## src/rtl/greenpak_page_writer_pkg.sv

```systemverilog
// Shared types and constants for the GreenPAK page writer.
package greenpak_page_writer_pkg;

    localparam int unsigned PAGE_BYTES_DEF = 16;
    localparam int unsigned MEM_DEPTH      = 256;

    // R/W bit of the I2C control byte; page programming is always a write.
    localparam logic I2C_WRITE_BIT = 1'b0;

    typedef enum logic [3:0] {
        ST_IDLE,
        ST_CTRL,
        ST_WADDR,
        ST_FETCH,
        ST_LATCH,
        ST_DATA,
        ST_TWR,
        ST_FIN,
        ST_ABORT,
        ST_ERR
    } state_t;

endpackage

```

## src/rtl/greenpak_page_writer.sv

```systemverilog
// Reads the GreenPAK image from the shared RAM and programs it in I2C page writes.
module greenpak_page_writer
    import greenpak_page_writer_pkg::*;
#(
    parameter int unsigned PAGE_BYTES = PAGE_BYTES_DEF,
    parameter int unsigned TWR_CYCLES = 1000000,
    parameter int unsigned TWR_W      = 20
) (
    input  logic       clk,
    input  logic       reset,
    input  logic       start,
    input  logic [7:0] slave_ctrl,
    input  logic [3:0] first_page,
    input  logic [4:0] num_pages,
    output logic       busy,
    output logic       done,
    output logic       error,
    output logic [3:0] err_page,
    output logic [7:0] mem_address,
    output logic       mem_chipselect,
    output logic       mem_clken,
    input  logic [7:0] mem_readdata,
    output logic       i2c_cmd_valid,
    input  logic       i2c_cmd_ready,
    output logic       i2c_cmd_start,
    output logic       i2c_cmd_stop,
    output logic       i2c_cmd_nodata,
    output logic [7:0] i2c_cmd_data,
    input  logic       i2c_rsp_valid,
    input  logic       i2c_rsp_nack
);

    localparam int unsigned IDX_W      = (PAGE_BYTES > 1) ? $clog2(PAGE_BYTES) : 1;
    localparam int unsigned PAGE_COUNT = MEM_DEPTH / PAGE_BYTES;
    localparam logic [IDX_W-1:0] IDX_LAST = IDX_W'(PAGE_BYTES - 1);
    localparam logic [TWR_W-1:0] TWR_LAST = TWR_W'(TWR_CYCLES - 1);

    // RAM byte address of a byte within a page; 8-bit wrap is intentional.
    function automatic logic [7:0] byte_addr(input logic [3:0] pg, input logic [IDX_W-1:0] ix);
        return 8'(32'(pg) * PAGE_BYTES + 32'(ix));
    endfunction

    state_t           state_q, state_d;
    logic [3:0]       page_q, page_d;
    logic [4:0]       left_q, left_d;
    logic [IDX_W-1:0] idx_q, idx_d;
    logic [TWR_W-1:0] twr_q, twr_d;
    logic [7:0]       ctrl_q, ctrl_d;
    logic             wait_q, wait_d;

    logic       busy_d, done_d, error_d;
    logic [3:0] err_page_d;
    logic [7:0] addr_d;
    logic       cs_d, clken_d;
    logic       valid_d, cstart_d, cstop_d, cnodata_d;
    logic [7:0] cdata_d;

    logic cmd_fire;
    logic rsp_take;
    logic [7:0] ctrl_in;

    assign cmd_fire = i2c_cmd_valid && i2c_cmd_ready;
    assign rsp_take = wait_q && i2c_rsp_valid;
    assign ctrl_in  = {slave_ctrl[7:1], I2C_WRITE_BIT};

    // State, counters and registered outputs.
    always_ff @(posedge clk) begin
        if (reset) begin
            state_q        <= ST_IDLE;
            page_q         <= '0;
            left_q         <= '0;
            idx_q          <= '0;
            twr_q          <= '0;
            ctrl_q         <= '0;
            wait_q         <= 1'b0;
            busy           <= 1'b0;
            done           <= 1'b0;
            error          <= 1'b0;
            err_page       <= '0;
            mem_address    <= '0;
            mem_chipselect <= 1'b0;
            mem_clken      <= 1'b0;
            i2c_cmd_valid  <= 1'b0;
            i2c_cmd_start  <= 1'b0;
            i2c_cmd_stop   <= 1'b0;
            i2c_cmd_nodata <= 1'b0;
            i2c_cmd_data   <= '0;
        end else begin
            state_q        <= state_d;
            page_q         <= page_d;
            left_q         <= left_d;
            idx_q          <= idx_d;
            twr_q          <= twr_d;
            ctrl_q         <= ctrl_d;
            wait_q         <= wait_d;
            busy           <= busy_d;
            done           <= done_d;
            error          <= error_d;
            err_page       <= err_page_d;
            mem_address    <= addr_d;
            mem_chipselect <= cs_d;
            mem_clken      <= clken_d;
            i2c_cmd_valid  <= valid_d;
            i2c_cmd_start  <= cstart_d;
            i2c_cmd_stop   <= cstop_d;
            i2c_cmd_nodata <= cnodata_d;
            i2c_cmd_data   <= cdata_d;
        end
    end

    // Next-state and next-output logic; command fields hold unless a new command is loaded.
    always_comb begin
        state_d    = state_q;
        page_d     = page_q;
        left_d     = left_q;
        idx_d      = idx_q;
        twr_d      = twr_q;
        ctrl_d     = ctrl_q;
        wait_d     = wait_q;
        busy_d     = busy;
        done_d     = 1'b0;
        error_d    = error;
        err_page_d = err_page;
        addr_d     = mem_address;
        cs_d       = 1'b0;
        clken_d    = 1'b0;
        valid_d    = i2c_cmd_valid;
        cstart_d   = i2c_cmd_start;
        cstop_d    = i2c_cmd_stop;
        cnodata_d  = i2c_cmd_nodata;
        cdata_d    = i2c_cmd_data;

        if (cmd_fire) begin
            valid_d = 1'b0;
            wait_d  = 1'b1;
        end
        if (rsp_take) begin
            wait_d = 1'b0;
        end

        case (state_q)
            ST_IDLE: begin
                if (start) begin
                    if (6'(first_page) + 6'(num_pages) > 6'(PAGE_COUNT)) begin
                        error_d    = 1'b1;
                        err_page_d = first_page;
                    end else if (num_pages == 5'd0) begin
                        error_d = 1'b0;
                        done_d  = 1'b1;
                        state_d = ST_FIN;
                    end else begin
                        error_d   = 1'b0;
                        busy_d    = 1'b1;
                        page_d    = first_page;
                        left_d    = num_pages;
                        ctrl_d    = ctrl_in;
                        valid_d   = 1'b1;
                        cstart_d  = 1'b1;
                        cstop_d   = 1'b0;
                        cnodata_d = 1'b0;
                        cdata_d   = ctrl_in;
                        state_d   = ST_CTRL;
                    end
                end
            end
            ST_CTRL, ST_WADDR: begin
                if (rsp_take) begin
                    if (i2c_rsp_nack) begin
                        valid_d   = 1'b1;
                        cstart_d  = 1'b0;
                        cstop_d   = 1'b1;
                        cnodata_d = 1'b1;
                        state_d   = ST_ABORT;
                    end else if (state_q == ST_CTRL) begin
                        valid_d  = 1'b1;
                        cstart_d = 1'b0;
                        cdata_d  = byte_addr(page_q, '0);
                        state_d  = ST_WADDR;
                    end else begin
                        idx_d   = '0;
                        addr_d  = byte_addr(page_q, '0);
                        cs_d    = 1'b1;
                        clken_d = 1'b1;
                        state_d = ST_FETCH;
                    end
                end
            end
            ST_FETCH: begin
                state_d = ST_LATCH;
            end
            ST_LATCH: begin
                // The command data register doubles as the read-data holding register.
                valid_d = 1'b1;
                cdata_d = mem_readdata;
                cstop_d = (idx_q == IDX_LAST);
                state_d = ST_DATA;
            end
            ST_DATA: begin
                if (rsp_take) begin
                    if (i2c_cmd_stop) begin
                        if (i2c_rsp_nack) begin
                            // STOP already on the bus, so no separate stop-only command.
                            error_d    = 1'b1;
                            err_page_d = page_q;
                            busy_d     = 1'b0;
                            cstop_d    = 1'b0;
                            cdata_d    = '0;
                            state_d    = ST_ERR;
                        end else begin
                            twr_d   = '0;
                            state_d = ST_TWR;
                        end
                    end else if (i2c_rsp_nack) begin
                        valid_d   = 1'b1;
                        cstart_d  = 1'b0;
                        cstop_d   = 1'b1;
                        cnodata_d = 1'b1;
                        state_d   = ST_ABORT;
                    end else begin
                        idx_d   = idx_q + IDX_W'(1);
                        addr_d  = byte_addr(page_q, idx_q + IDX_W'(1));
                        cs_d    = 1'b1;
                        clken_d = 1'b1;
                        state_d = ST_FETCH;
                    end
                end
            end
            ST_TWR: begin
                if (twr_q == TWR_LAST) begin
                    if (left_q == 5'd1) begin
                        done_d   = 1'b1;
                        busy_d   = 1'b0;
                        cstop_d  = 1'b0;
                        cdata_d  = '0;
                        state_d  = ST_FIN;
                    end else begin
                        page_d    = page_q + 4'd1;
                        left_d    = left_q - 5'd1;
                        valid_d   = 1'b1;
                        cstart_d  = 1'b1;
                        cstop_d   = 1'b0;
                        cnodata_d = 1'b0;
                        cdata_d   = ctrl_q;
                        state_d   = ST_CTRL;
                    end
                end else begin
                    twr_d = twr_q + TWR_W'(1);
                end
            end
            ST_ABORT: begin
                if (rsp_take) begin
                    error_d    = 1'b1;
                    err_page_d = page_q;
                    busy_d     = 1'b0;
                    cstop_d    = 1'b0;
                    cnodata_d  = 1'b0;
                    cdata_d    = '0;
                    state_d    = ST_ERR;
                end
            end
            ST_FIN, ST_ERR: begin
                state_d = ST_IDLE;
            end
            default: begin
                state_d = ST_IDLE;
            end
        endcase
    end

endmodule

```

## config.mk

```make
export PLATFORM = sky130hd
export DESIGN_NAME = greenpak_page_writer
export DESIGN_NICKNAME = d
export VERILOG_FILES = /design/src/rtl/greenpak_page_writer_pkg.sv /design/src/rtl/greenpak_page_writer.sv
export SDC_FILE = /design/constraint.sdc
export NUM_CORES = 1
export LEC_CHECK = 0
export ABC_AREA = 0
export BUFFER_PORTS_ARGS = -buffer_cell sky130_fd_sc_hd__buf_4
export CORE_MARGIN = 4
export CORE_UTILIZATION = 50
export CTS_CLUSTER_DIAMETER = 120
export DETAILED_ROUTE_END_ITERATION = 8
export GPL_ROUTABILITY_DRIVEN = 0
export PLACE_DENSITY_LB_ADDON = 0.15
export SKIP_CTS_REPAIR_TIMING = 1
export SYNTH_ARGS = -nofsm -noshare
export SYNTH_HDL_FRONTEND = slang
export SYNTH_SLANG_ARGS = --single-unit
```

## constraint.sdc

```tcl
create_clock -name clk -period 6.9 [get_ports clk]
set_clock_uncertainty 0.1 [all_clocks]
set_input_delay 0.69 -clock clk [delete_from_list [all_inputs] [get_ports clk]]
set_output_delay 0.69 -clock clk [all_outputs]
set_load 0.01 [all_outputs]
```

==> results.txt, run 1 <==
The post-synth net total is approximately 560. Across the run, the number of max-cap violations was 0. Dividing the final minimum period by the clock period gives 0.5571. The final layout contains between 600 and 700 nets. The number of pins with negative max-slew slack in the final report is 0. The clock sink total came out at 69.

The pre-CTS worst setup slack came out at 2.709 ns. The root buffer cell is sky130_fd_sc_hd__clkbuf_8. The number of failing setup endpoints in the final timing report is 0. The routed layout has between 4,000 and 5,000 vias. The biggest cell delay along the critical path is 0.96 ns.

The compound-gate portion of the synthesized area came to 0.2775. The largest fanout on the critical path is 12. The share of synthesized cell area in full adder, half adder and majority cells came out at 0.03784. The maximum number of pins on one net before global-route repair is 37.

The power per standard cell area is approximately 300 nW/um^2. The slowest stage of the critical path is the sky130_fd_sc_hd__a41oi_1 cell. The TritonCTS clock tree is yes. The multiplexer area fraction after synthesis came out at 0.02703. For the pin with the worst max-slew slack, the measured transition is ~1.2 ns. The number of standard cells in the final layout excluding fillers is 669. The number of global-route vias before repair was just under 4,000. The area of placed instances is ~4600 sq um. The number of buffers and inverters on the critical path is 1. The reg-to-reg setup timing slack is between 3 and 4 ns. The register area share after synthesis came out at 0.3315.

Across the VDD grid, the largest voltage drop is about 150 uV. The half-perimeter wire length of the detailed placement result is roughly 8300 um. The total power consumption of the routed design came out at 1481 uW.

Of the total synthesized cell area, the portion taken by XOR and XNOR cells is 0.02733. The worst setup path is captured at a flop. The cell depth of the worst min-delay path came out at 2.

The clock passes through at most 2 buffers. The area of the mapped netlist is around 4200 sq um. The length in cells of the worst reg-to-reg path is 5. The area growth from synthesis to layout is 15.71%. The final number of hold-violating endpoints is 0.

Broken down by cell family, the worst path's largest delay share belongs to compound AO/OA/AOI/OAI gates. The post-synthesis async set-or-reset flop share came out at 0. The first detailed-routing pass took 6 iterations. Headroom to the max-slew limit came out at 0.2026.

The initialized floorplan defines 33 standard-cell rows. The analysis attributes to cell leakage a power of between 0.0015 and 0.002 uW. The detailed-route wire length is between 10,000 and 15,000 um. Counting distinct cell types in the post-synthesis netlist gives between 70 and 80. In this run the remaining antenna-violating nets after routing total 0. The I/O pin count came out at 60.

The worst hold path begins at ctrl_q[2]$_SDFFE_PP0P_. The worst setup path is launched from an input pin. In this run the critical register-to-register path is launched from state_q[0]$_SDFFE_PP0P_. The mean routed wirelength per cell is 17.42 um. Among all flip-flop cells after synthesis, the most frequent one is sky130_fd_sc_hd__dfxtp_1. From bottom edge to top edge, the die measures 99.29 um. The total congestion overflow after global routing is 0.

The total instance count after detailed placement came out at between 600 and 700. In this run the worst hold path is classified as flop to flop. The worst-case setup margin in the final layout came out at 3.056 ns.

Setup repair after global routing left no endpoint under its margin. The DRC violations left is 0. The register clock-pin slew on the reported worst setup and hold paths is roughly 0.080 ns. After synthesis, the largest family of logic cells by area is compound AO/OA/AOI/OAI gates. The data arrival time of the critical path is 3.99 ns.

The floorplan die width is between 90 and 100 um. The critical path goes through buf_4 -> ha_1 -> fa_1 -> a211oi_1 -> nor2_1 -> or2_2 -> a41oi_1 -> o21ai_0 -> mux2_2. For this block, the initial DRC count from the detailed router was 266. The end of the worst register-to-register path is page_q[1]$_SDFFE_PP0P_.

The total negative slack came out at 0 ns. The simple-gate share of the synthesized area is 0.2474. The path with the worst hold slack has its endpoint at ctrl_q[2]$_SDFFE_PP0P_. Synthesis produced between 500 and 600 cells.

Counting the buffers created by CTS gives 9. The synthesized area per cell is between 8 and 9 sq um. The setup path with the least slack is of type input pin to flop. The number of buffers added on ports came out at 58. The maximum operating frequency is 0.2601 GHz. The number of flops mapped to enable cells by yosys came out at 0. The overall track demand over capacity in global routing is 0.2391.

The die covers 9858 sq um. The number of antenna violations at the first check in global routing came out at 0. The clock latency on the worst-skew pair came out at between 0.3 and 0.4 ns.

The detail-routed via count per cell is 6.321. The final instance area is 4821 sq um. The number of inserted diodes is 0. The flow ran to the end, and the final reports show no timing, DRC or antenna violations. Of the cells placed in the final design, the portion with a size suffix greater than 1 is 0.1738.

The global-route wire length before repair came out at 19,370 um. The data required time of the critical path is 7.05 ns. The worst path in the final design needs a cycle of just under 4 ns, including I/O delays and setup.

The H-tree level count is 3. The number of warnings printed during yosys synthesis is 0. Synthesis inferred 69 register bits. The area of the core is approximately 8000 sq um. The initial core utilization came out at 0.5096.
[cells by family after synthesis]
logic type	count (synthesis)
AO/OA/AOI/OAI	164
flip-flops	69
multiplexers	11
XOR/XNOR	13
buffers and inverters	51
adder cells (fa/ha/maj)	12
AND/OR/NAND/NOR	198
[flip-flops by register name, indices dropped and copies added, names as in the netlist, 4 cells and up]
name and cells:
ctrl_q 7, err_page 4, page_q 4, left_q 5
twr_q 20, i2c_cmd_data 8, mem_address 8, state_q 4
[per-layer routing]
metal,GRT usage,wire length [um],up-vias
met4,0.08193,263,0
met2,0.3678,5169,190
met5,0,0,-
met1,0.3431,5251,1975
met3,0.03506,969,25
li1,-,-,2039
[power by group]
part           switching, uW  internal, uW
Combinational            349           259
Clock                    163           165
Sequential              86.9           458
[cell usage in the layout (no fill, tap or decap), types with 4 or more instances in the layout]
cell type,netlist,layout
sky130_fd_sc_hd__o21ai_0,34,34
sky130_fd_sc_hd__nand2b_1,4,4
sky130_fd_sc_hd__nor3_1,12,12
sky130_fd_sc_hd__dfxtp_1,69,69
sky130_fd_sc_hd__nand4_1,14,14
sky130_fd_sc_hd__a222oi_1,4,4
sky130_fd_sc_hd__nor4b_1,4,4
sky130_fd_sc_hd__or3_1,5,5
sky130_fd_sc_hd__nor2_1,45,45
sky130_fd_sc_hd__nor2b_1,5,5
sky130_fd_sc_hd__a21oi_1,42,42
sky130_fd_sc_hd__mux2i_1,9,9
sky130_fd_sc_hd__inv_1,18,18
sky130_fd_sc_hd__ha_1,11,11
sky130_fd_sc_hd__a211oi_1,13,12
sky130_fd_sc_hd__or4_1,7,7
sky130_fd_sc_hd__buf_4,1,63
sky130_fd_sc_hd__clkbuf_8,0,9
sky130_fd_sc_hd__o32ai_1,4,4
sky130_fd_sc_hd__nand3_1,21,21
sky130_fd_sc_hd__nor4_1,4,4
sky130_fd_sc_hd__a211o_1,8,8
sky130_fd_sc_hd__o211ai_1,6,6
sky130_fd_sc_hd__nand2_1,49,49
sky130_fd_sc_hd__a221oi_1,5,5
sky130_fd_sc_hd__o311a_1,7,7
sky130_fd_sc_hd__and3_1,6,6
sky130_fd_sc_hd__xnor2_1,12,12
sky130_fd_sc_hd__a22oi_1,4,4
[worst register-to-register path: stages (launching register included)]
cell and delay [ns]:
sky130_fd_sc_hd__dfxtp_1 0.55, sky130_fd_sc_hd__nor4_2 0.74, sky130_fd_sc_hd__nand2_1 0.23, sky130_fd_sc_hd__a41oi_1 0.93, sky130_fd_sc_hd__o21ai_0 0.44, sky130_fd_sc_hd__mux2_2 0.37
[final cells by class]
class / instances / area (sq um)
clock inverter: 6 / 63.81
inverter: 19 / 71.32
fill: 780 / 3354
timing repair buffer: 63 / 473.0
sequential: 69 / 1381
multi-input combinational: 398 / 2576
clock buffer: 9 / 123.9
tap: 105 / 131.4
[worst max-delay path by stage]
stage	to	cells past startpoint	slack, ns	from
3_3_place_gp	page_q[1]$_SDFFE_PP0P_	9	2.77	first_page[0]
2_1_floorplan	state_q[2]$_SDFFE_PP0P_	9	3.84	first_page[0]
6_report	page_q[1]$_SDFFE_PP0P_	9	3.06	first_page[0]
5_1_grt	page_q[1]$_SDFFE_PP0P_	9	2.88	first_page[0]
3_5_place_dp	page_q[1]$_SDFFE_PP0P_	9	2.71	first_page[0]
4_1_cts	page_q[1]$_SDFFE_PP0P_	9	3.08	first_page[0]
[metrics by stage]
stage	util	hold slack, ns
detailed placement	0.5667	0.3552
global placement	0.5667	0.3437
global route	0.5897	0.3949
CTS	0.5897	0.3664
floorplan	-	0.3356
finish	0.5897	0.3633
[synthesized netlist by cell type, types with 4 or more instances]
library cell,instances,area (sq um)
sky130_fd_sc_hd__nand2_1,49,183.9
sky130_fd_sc_hd__or4_1,7,52.55
sky130_fd_sc_hd__o311a_1,7,70.07
sky130_fd_sc_hd__and3_1,6,37.54
sky130_fd_sc_hd__or3_1,5,31.28
sky130_fd_sc_hd__o211ai_1,6,45.04
sky130_fd_sc_hd__nor2_1,45,168.9
sky130_fd_sc_hd__a211oi_1,13,97.59
sky130_fd_sc_hd__nand3_1,21,105.1
sky130_fd_sc_hd__a222oi_1,4,40.04
sky130_fd_sc_hd__inv_1,18,67.56
sky130_fd_sc_hd__nand2b_1,4,25.02
sky130_fd_sc_hd__clkbuf_1,14,52.55
sky130_fd_sc_hd__nor3_1,12,60.06
sky130_fd_sc_hd__a21oi_1,42,210.2
sky130_fd_sc_hd__nor4_1,4,25.02
sky130_fd_sc_hd__mux2i_1,9,90.09
sky130_fd_sc_hd__nand4_1,14,87.58
sky130_fd_sc_hd__a22oi_1,4,30.03
sky130_fd_sc_hd__a221oi_1,5,43.79
sky130_fd_sc_hd__a211o_1,8,70.07
sky130_fd_sc_hd__nor2b_1,5,31.28
sky130_fd_sc_hd__dfxtp_1,69,1381
sky130_fd_sc_hd__buf_2,15,75.07
sky130_fd_sc_hd__o21ai_0,34,170.2
sky130_fd_sc_hd__nor4b_1,4,35.03
sky130_fd_sc_hd__o32ai_1,4,35.03
sky130_fd_sc_hd__ha_1,11,137.6
sky130_fd_sc_hd__xnor2_1,12,105.1
Power figures use the tool's default switching activity.
==> run 2, diff against run 1 <==
Settings changed: ABC_AREA 0 to 1.
Clock period 6.9 ns to 4 ns, I/O delays scaled along.
==> results.txt, run 2 <==
The run finished with clean final reports. The cell sitting at the root of the clock tree is a sky130_fd_sc_hd__clkbuf_8. The repair_antennas step left the layout with diodes totalling 0. The overall track demand over capacity in global routing came out at 0.2350. The detailed router finished its first iteration with around 280 violations.

The length in cells of the worst reg-to-reg path came out at 9. The die extent in y came out at a little over 100 um. The total negative slack is 0 ns.

The origin of the worst setup path is first_page[0]. The mean routed wirelength per cell came out at ~14 um. The endpoint identified for the worst register-to-register timing path is twr_q[5]$_SDFFE_PP0P_.

The synthesized area per cell came out at 6.355 sq um. Among all cell types in the netlist, the one instantiated most often is sky130_fd_sc_hd__nand2_1. The cell with the biggest individual delay on the critical path is sky130_fd_sc_hd__nand2_2. The area of the core came out at 8721 sq um. The category of the worst setup path launch point is an input pin. The static leakage is around 0.0024 uW. The fill cell instance count of the final layout is roughly 840. After floorplanning, the core was divided into 34 placement rows.

The number of pins with negative max-slew slack in the final report came out at 0. The worst slew margin relative to its limit is 0.3062. The register with the most flip-flops in the final layout is twr_q. The initial core utilization came out at 0.5159. Detailed placement ended at an HPWL of just under 9000 um. The final number of hold-violating endpoints came to 0. After clock tree synthesis, the clock-pin slew on the worst setup and hold paths is 0.08 ns. The actual transition at the worst max-transition pin came out at just over 1 ns. The worst hold path belongs to the class input pin to flop. The final layout contains 800 nets.

The number of buffers added on ports is 58. The count of buffer and inverter cells on the critical path came out at 1. The die covers roughly 11,000 sq um. In this run the critical register-to-register path is launched from state_q[2]$_SDFFE_PP0P_. Setup repair after global routing left no endpoint under its margin. The clock passes through at most 2 buffers.

The clock tree synthesis step divided the H-tree into 3 levels. The biggest cell delay along the critical path is about 0.5 ns. The critical path ends at i2c_cmd_start$_SDFFE_PP0P_.

The register area share after synthesis came out at 0.3070. The minimum period implied by the final worst setup slack is approximately 2.6 ns. The endpoint class of the critical path is a flop. The number of flops mapped to enable cells by yosys came out at 0. The utilization of the core after routing came out at 0.5885. The number of violations of the max-capacitance limit is 0. The synthesis-to-finish area growth came out at 14.07%. The number of storage elements in the synthesis netlist came out at around 70. The maximum operating frequency is between 0.3 and 0.4 GHz. The number of flip-flops under the largest register name is 20.

The worst setup path is of the input pin to flop kind. The ratio of final minimum period to clock period came out at 0.6536. In the layout the commonest cells are sky130_fd_sc_hd__nand2_1 (162), sky130_fd_sc_hd__nor2_1 (111), sky130_fd_sc_hd__nand3_1 (79), sky130_fd_sc_hd__inv_1 (78), sky130_fd_sc_hd__dfxtp_1 (69). The synthesized instance count is between 700 and 800. The cell that appears most often on the critical path is sky130_fd_sc_hd__nand2_1. On the critical path the largest part of the delay comes from simple AND/OR/NAND/NOR gates.

The clock latency on the worst-skew pair is about 0.35 ns. The I/O pin count came out at 60. The power per standard cell area came out at around 600 nW/um^2.

The reg-to-reg setup timing slack is around 1.4 ns. The clock sink total came out at 69. The detail-routed via count per cell is about 5.5. TritonCTS built the clock tree. The post-synthesis async set-or-reset flop share is 0. The first global-routing pass estimated about 20,000 um of wire. The number of warnings printed during yosys synthesis is 0.

By area the synthesized netlist is led by sky130_fd_sc_hd__dfxtp_1 (31%), sky130_fd_sc_hd__nand2_1 (14%), sky130_fd_sc_hd__nor2_1 (9.3%). The final layout contains routed wiring with a total length of 12,210 um. The top-area cell type share of the netlist area is 0.3070. The commonest cells after synthesis are sky130_fd_sc_hd__nand2_1 (162), sky130_fd_sc_hd__nor2_1 (111), sky130_fd_sc_hd__nand3_1 (79).

The total congestion overflow after global routing is 0. For the worst setup path, the data required time is just over 4 ns. The number of failing setup endpoints in the final timing report came out at 0. The share of layout cells above drive strength 1 came out at 0.1614. The most common flop cell mapped by yosys is sky130_fd_sc_hd__dfxtp_1.

The worst voltage drop across the vdd grid is 317.9 uV. The number of antenna violations at the first check in global routing is 0. The iteration count of the initial detailed-routing pass came out at 5. The area of the mapped netlist is about 4500 sq um.

The DRC violations left came out at 0. The via total after detailed routing came out at approximately 4,800. The number of global-route vias before repair is between 4,000 and 5,000. In this run the remaining antenna-violating nets after routing total 0. The critical path goes through buf_4 -> ha_1 -> fa_1 -> or2_1 -> nor2_1 -> nand3_1 -> nand2_1 -> nand2_1 -> nand2_2 -> nand2_1 -> nor2_1 -> nand2_1 -> nand2_1 -> nor2_1.

In this run the worst path has a maximum fanout of 27. The number of distinct library cells after synthesis is 45. The commonest non-fill, non-tap cell in the layout is sky130_fd_sc_hd__nand2_1. The cell taking the most area after synthesis is sky130_fd_sc_hd__dfxtp_1.

The floorplan die width is a little over 100 um. Counting the buffers created by CTS gives 9. When the netlist entered floorplanning its net count stood at 751. At the worst endpoint, the arrival time is between 2 and 3 ns.

In this run the number of cells on the critical path is 14. The largest registers in the layout are twr_q: 20 flops, i2c_cmd_data: 8 flops, mem_address: 8 flops. Entering global routing, the biggest net connects 35 pins.
-- run 2: worst min path at each step --
stage,startpoint,end,slack [ns],cells past startpoint
floorplan,left_q[1]$_SDFFE_PP0P_,left_q[1]$_SDFFE_PP0P_,0.34,2
global placement,left_q[1]$_SDFFE_PP0P_,left_q[1]$_SDFFE_PP0P_,0.35,2
detailed placement,busy$_SDFFE_PP0P_,busy$_SDFFE_PP0P_,0.36,2
CTS,slave_ctrl[6],ctrl_q[6]$_SDFFE_PP0P_,0.17,3
global route,slave_ctrl[2],ctrl_q[2]$_SDFFE_PP0P_,0.18,3
finish,slave_ctrl[2],ctrl_q[2]$_SDFFE_PP0P_,0.18,3
-- run 2: per-stage QoR --
stage	power, uW	hold slack [ns]	cells	setup WS (ns)	instance area, sq um
floorplan	2106	0.3402	708	1.704	4499
global placement	2503	0.3529	854	1.079	4957
detailed placement	2537	0.3560	854	1.023	4957
CTS	3066	0.1729	870	1.399	5132
global route	3324	0.1842	870	1.160	5132
finish	3073	0.1846	870	1.386	5132
-- run 2: kinds of logic (layout without fill, tap and decap cells) --
| logic type | after synthesis | after routing | synth area share |
|---|---|---|---|
| buffers and inverters | 105 | 159 | 0.09594 |
| adder cells (fa/ha/maj) | 12 | 12 | 0.03504 |
| XOR/XNOR | 11 | 11 | 0.02141 |
| AO/OA/AOI/OAI | 93 | 93 | 0.1110 |
| flip-flops | 69 | 69 | 0.3070 |
| AND/OR/NAND/NOR | 416 | 416 | 0.4246 |
| multiplexers | 2 | 2 | 0.005005 |
-- run 2: power by group --
part	internal, uW	leakage (uW)	total [uW]	switching [uW]
Combinational	562	0.00174	1600	1030
Sequential	835	0.000563	956	121
Clock	227	0.0000856	520	294
-- run 2: routing by layer --
| layer | GRT usage | up-vias | part of all wire |
|---|---|---|---|
| met5 | 0 | - | 0 |
| met4 | 0.07271 | 0 | 0.012 |
| met3 | 0.04601 | 18 | 0.074 |
| met2 | 0.3903 | 173 | 0.47 |
| met1 | 0.3090 | 2233 | 0.45 |
| li1 | - | 2384 | - |
-- run 2: area by class of cell --
cell class	count	area (sq um)	share of cell area
Sequential cell	69	1381	0.2691
Inverter	85	319.1	0.06216
Clock inverter	7	51.30	0.009995
Tap cell	108	135.1	0.02633
Multi-Input combinational cell	534	2686	0.5234
Clock buffer	9	123.9	0.02413
Timing Repair Buffer	58	435.4	0.08484
-- run 2: worst reg2reg max path, cell delays in order (launching register included) --
cell,delay [ns]
sky130_fd_sc_hd__dfxtp_1,0.41
sky130_fd_sc_hd__inv_1,0.09
sky130_fd_sc_hd__nor2_2,0.16
sky130_fd_sc_hd__nand2_2,0.29
sky130_fd_sc_hd__inv_2,0.54
sky130_fd_sc_hd__nor2_1,0.11
sky130_fd_sc_hd__nand3b_4,0.34
sky130_fd_sc_hd__inv_2,0.24
sky130_fd_sc_hd__nand3_1,0.10
sky130_fd_sc_hd__a21oi_1,0.16
==> run 3, diff against run 2 <==
Clock period 4 ns to 2.3 ns, I/O delays scaled along.
==> results.txt, run 3 (synthesis gave the netlist of run 2 again) <==
At the pin with the least slew margin, the transition time is a little over 0.7 ns. The worst setup path is captured at a flop. The number of nets in the finished design is around 820.

The register with the most flip-flops in the layout has 20 of them. The share of layout cells above drive strength 1 came out at 0.1873. The data required time of the critical path is around 2.4 ns. The maximum number of pins on one net before global-route repair came out at 34. Clock latency on the worst-skew pair, taken at its later pin, is 0.36 ns.

The end of the worst register-to-register path is page_q[0]$_SDFFE_PP0P_. The category of the worst setup path launch point is a flop. In this run the most critical hold path is launched from slave_ctrl[1].

Input and output buffers added on the ports amount to 58. Across all layers, the routed design uses roughly 4,800 vias. After detailed placement, the design holds a cell count of 875. The number of violations reported at the end of detailed-routing iteration 0 is between 150 and 200.

The maximum operating frequency is approximately 0.48 GHz. The hold path endpoint is ctrl_q[1]$_SDFFE_PP0P_. The final layout contains routed wiring with a total length of between 10,000 and 15,000 um. Global routing finished with a remaining overflow of 0. The fill cell instance count of the final layout came out at 820.

The overall track demand over capacity in global routing came out at 0.2356. Summed over all failing endpoints, the final setup total negative slack is 0 ns. The number of pins with negative max-slew slack in the final report came to 0. The minimum period implied by the final worst setup slack is 2.096 ns.

The number of violations of the max-capacitance limit is 0. TritonCTS built the clock tree. The tree is rooted in a sky130_fd_sc_hd__clkbuf_8.

The power per standard cell area is approximately 1000 nW/um^2. The start-to-end type of the worst setup path is flop to flop. The top cell types in the final layout, fill and taps aside, are sky130_fd_sc_hd__nand2_1 (162), sky130_fd_sc_hd__nor2_1 (111), sky130_fd_sc_hd__nand3_1 (79), sky130_fd_sc_hd__inv_1 (78), sky130_fd_sc_hd__buf_4 (78).

The worst pin sits at a relative slew slack of 0.5174. For the worst setup path, the data arrival time is approximately 2.2 ns. The ratio of final minimum period to clock period is 0.9112. The total clock buffers created by CTS is 9. The H-tree level count is 3.

Measured along the y axis, the die boundary spans around 100 um. In the final routed layout, each cell accounts on average for ~14 um. The number of antenna violations at the first check in global routing is 0.

Counting instances, the worst hold path has a depth of 3. The final instance area came out at ~5400 sq um. The final number of hold-violating endpoints is 0. The half-perimeter wire length of the detailed placement result is 8895 um. The global-route wire length before repair is roughly 20,000 um. The clock sink total is 69. The library cell used most frequently in the layout, excluding fill and tap cells, is sky130_fd_sc_hd__nand2_1. The worst register-to-register path has a setup slack of 0.20 ns. Dividing the detail-routed via count by the number of cells gives about 5.4. The placed instances occupy a cell area of 5127 sq um. The number of standard cells in the final layout excluding fillers is ~900. The worst voltage drop across the vdd grid came out at 564.3 uV. The largest registers in the layout are twr_q: 20 flops, i2c_cmd_data: 8 flops, mem_address: 8 flops. The number of failing setup endpoints in the final timing report came out at 0. The first detailed-routing pass took 8 iterations.

The area growth from synthesis to layout is 19.33%. Setup repair after global routing left no endpoint under its margin. Across all setup checks in the final design, the least slack found is 0.2042 ns. The number of buffers between clock root and the deepest sink is 2. The antenna violation net count after detailed routing is 0. The path class of the tightest hold or removal check is input pin to flop. Summed over all cells, the static leakage comes to between 0.002 and 0.003 uW. The number of global-route vias before repair came out at 4,371. The length in cells of the worst reg-to-reg path came out at 10.

Along the worst path, the maximum fanout reaches 10. The flow ran to the end, and the final reports show no timing, DRC or antenna violations. The number of inserted diodes is 0. The register with the most flip-flops in the final layout is twr_q. In this run the standard cell core region covers 8721 sq um. The register clock-pin slew on the reported worst setup and hold paths is about 0.09 ns. The pre-CTS worst setup slack came out at -0.1180 ns. The worst register-to-register path begins at state_q[0]$_SDFFE_PP0P_. The DRC violations left came out at 0. The die area came out at about 11,000 sq um. The initialized floorplan defines 34 standard-cell rows. The initial utilization of the core area, before any placement, comes to 0.5159. The floorplan die width is between 100 and 150 um.

During I/O placement, the number of pins put on the boundary was 60.
run 3: cell type report:
| cell class | count | area [sq um] | share of cell area |
|---|---|---|---|
| clock inverters | 7 | 75.07 | 0.01398 |
| clock buffers | 9 | 123.9 | 0.02307 |
| inverters | 85 | 321.6 | 0.05989 |
| repair buffers | 80 | 625.6 | 0.1165 |
| multi-input cells | 535 | 2706 | 0.5041 |
| well taps | 108 | 135.1 | 0.02517 |
| flip-flops and latches | 69 | 1381 | 0.2573 |
run 3: worst max path at each step:
| stage | from | endpoint | slack, ns | cells past startpoint |
|---|---|---|---|---|
| after global placement | first_page[0] | left_q[1]$_SDFFE_PP0P_ | -0.03 | 13 |
| after detailed placement | first_page[0] | err_page[1]$_SDFFE_PP0P_ | -0.12 | 14 |
| after floorplan | first_page[0] | i2c_cmd_data[1]$_SDFFE_PP0P_ | 0.17 | 12 |
| after CTS | state_q[0]$_SDFFE_PP0P_ | twr_q[3]$_SDFFE_PP0P_ | 0.13 | 9 |
| after global routing | state_q[0]$_SDFFE_PP0P_ | i2c_cmd_data[7]$_SDFFE_PP0P_ | 0.02 | 12 |
| final | state_q[0]$_SDFFE_PP0P_ | page_q[0]$_SDFFE_PP0P_ | 0.20 | 10 |
run 3: critical path, cell delays in order, from the launching register on:
cell                      delay [ns]
sky130_fd_sc_hd__dfxtp_1        0.45
sky130_fd_sc_hd__nor2_2         0.10
sky130_fd_sc_hd__nand2_2        0.20
sky130_fd_sc_hd__buf_4          0.21
sky130_fd_sc_hd__nor2_4         0.07
sky130_fd_sc_hd__nor2_1         0.13
sky130_fd_sc_hd__nand2_1        0.11
sky130_fd_sc_hd__nor2_4         0.28
sky130_fd_sc_hd__nand2_4        0.13
sky130_fd_sc_hd__nand2_1        0.09
sky130_fd_sc_hd__a21oi_1        0.06
run 3: report_power, final:
group | internal (uW) | total (uW) | switching, uW
combinational | 1090 | 2880 | 1790
sequential | 1450 | 1650 | 202
clock | 504 | 1030 | 523
run 3: routing by layer:
metal,track usage,up-vias,routed length [um]
met5,0,-,0
met4,0.07072,0,208
met3,0.04060,25,945
met2,0.3853,202,5630
met1,0.3192,2162,5405
li1,-,2434,-
run 3: stage by stage:
step,total power [uW],utilization,hold WS [ns]
global placement,4436,0.5879,0.3507
detailed placement,4483,0.5879,0.3553
CTS,5519,0.6108,0.004676
finish,5558,0.6156,0.01703
global route,6040,0.6156,0.01363
floorplan,3663,-,0.2649
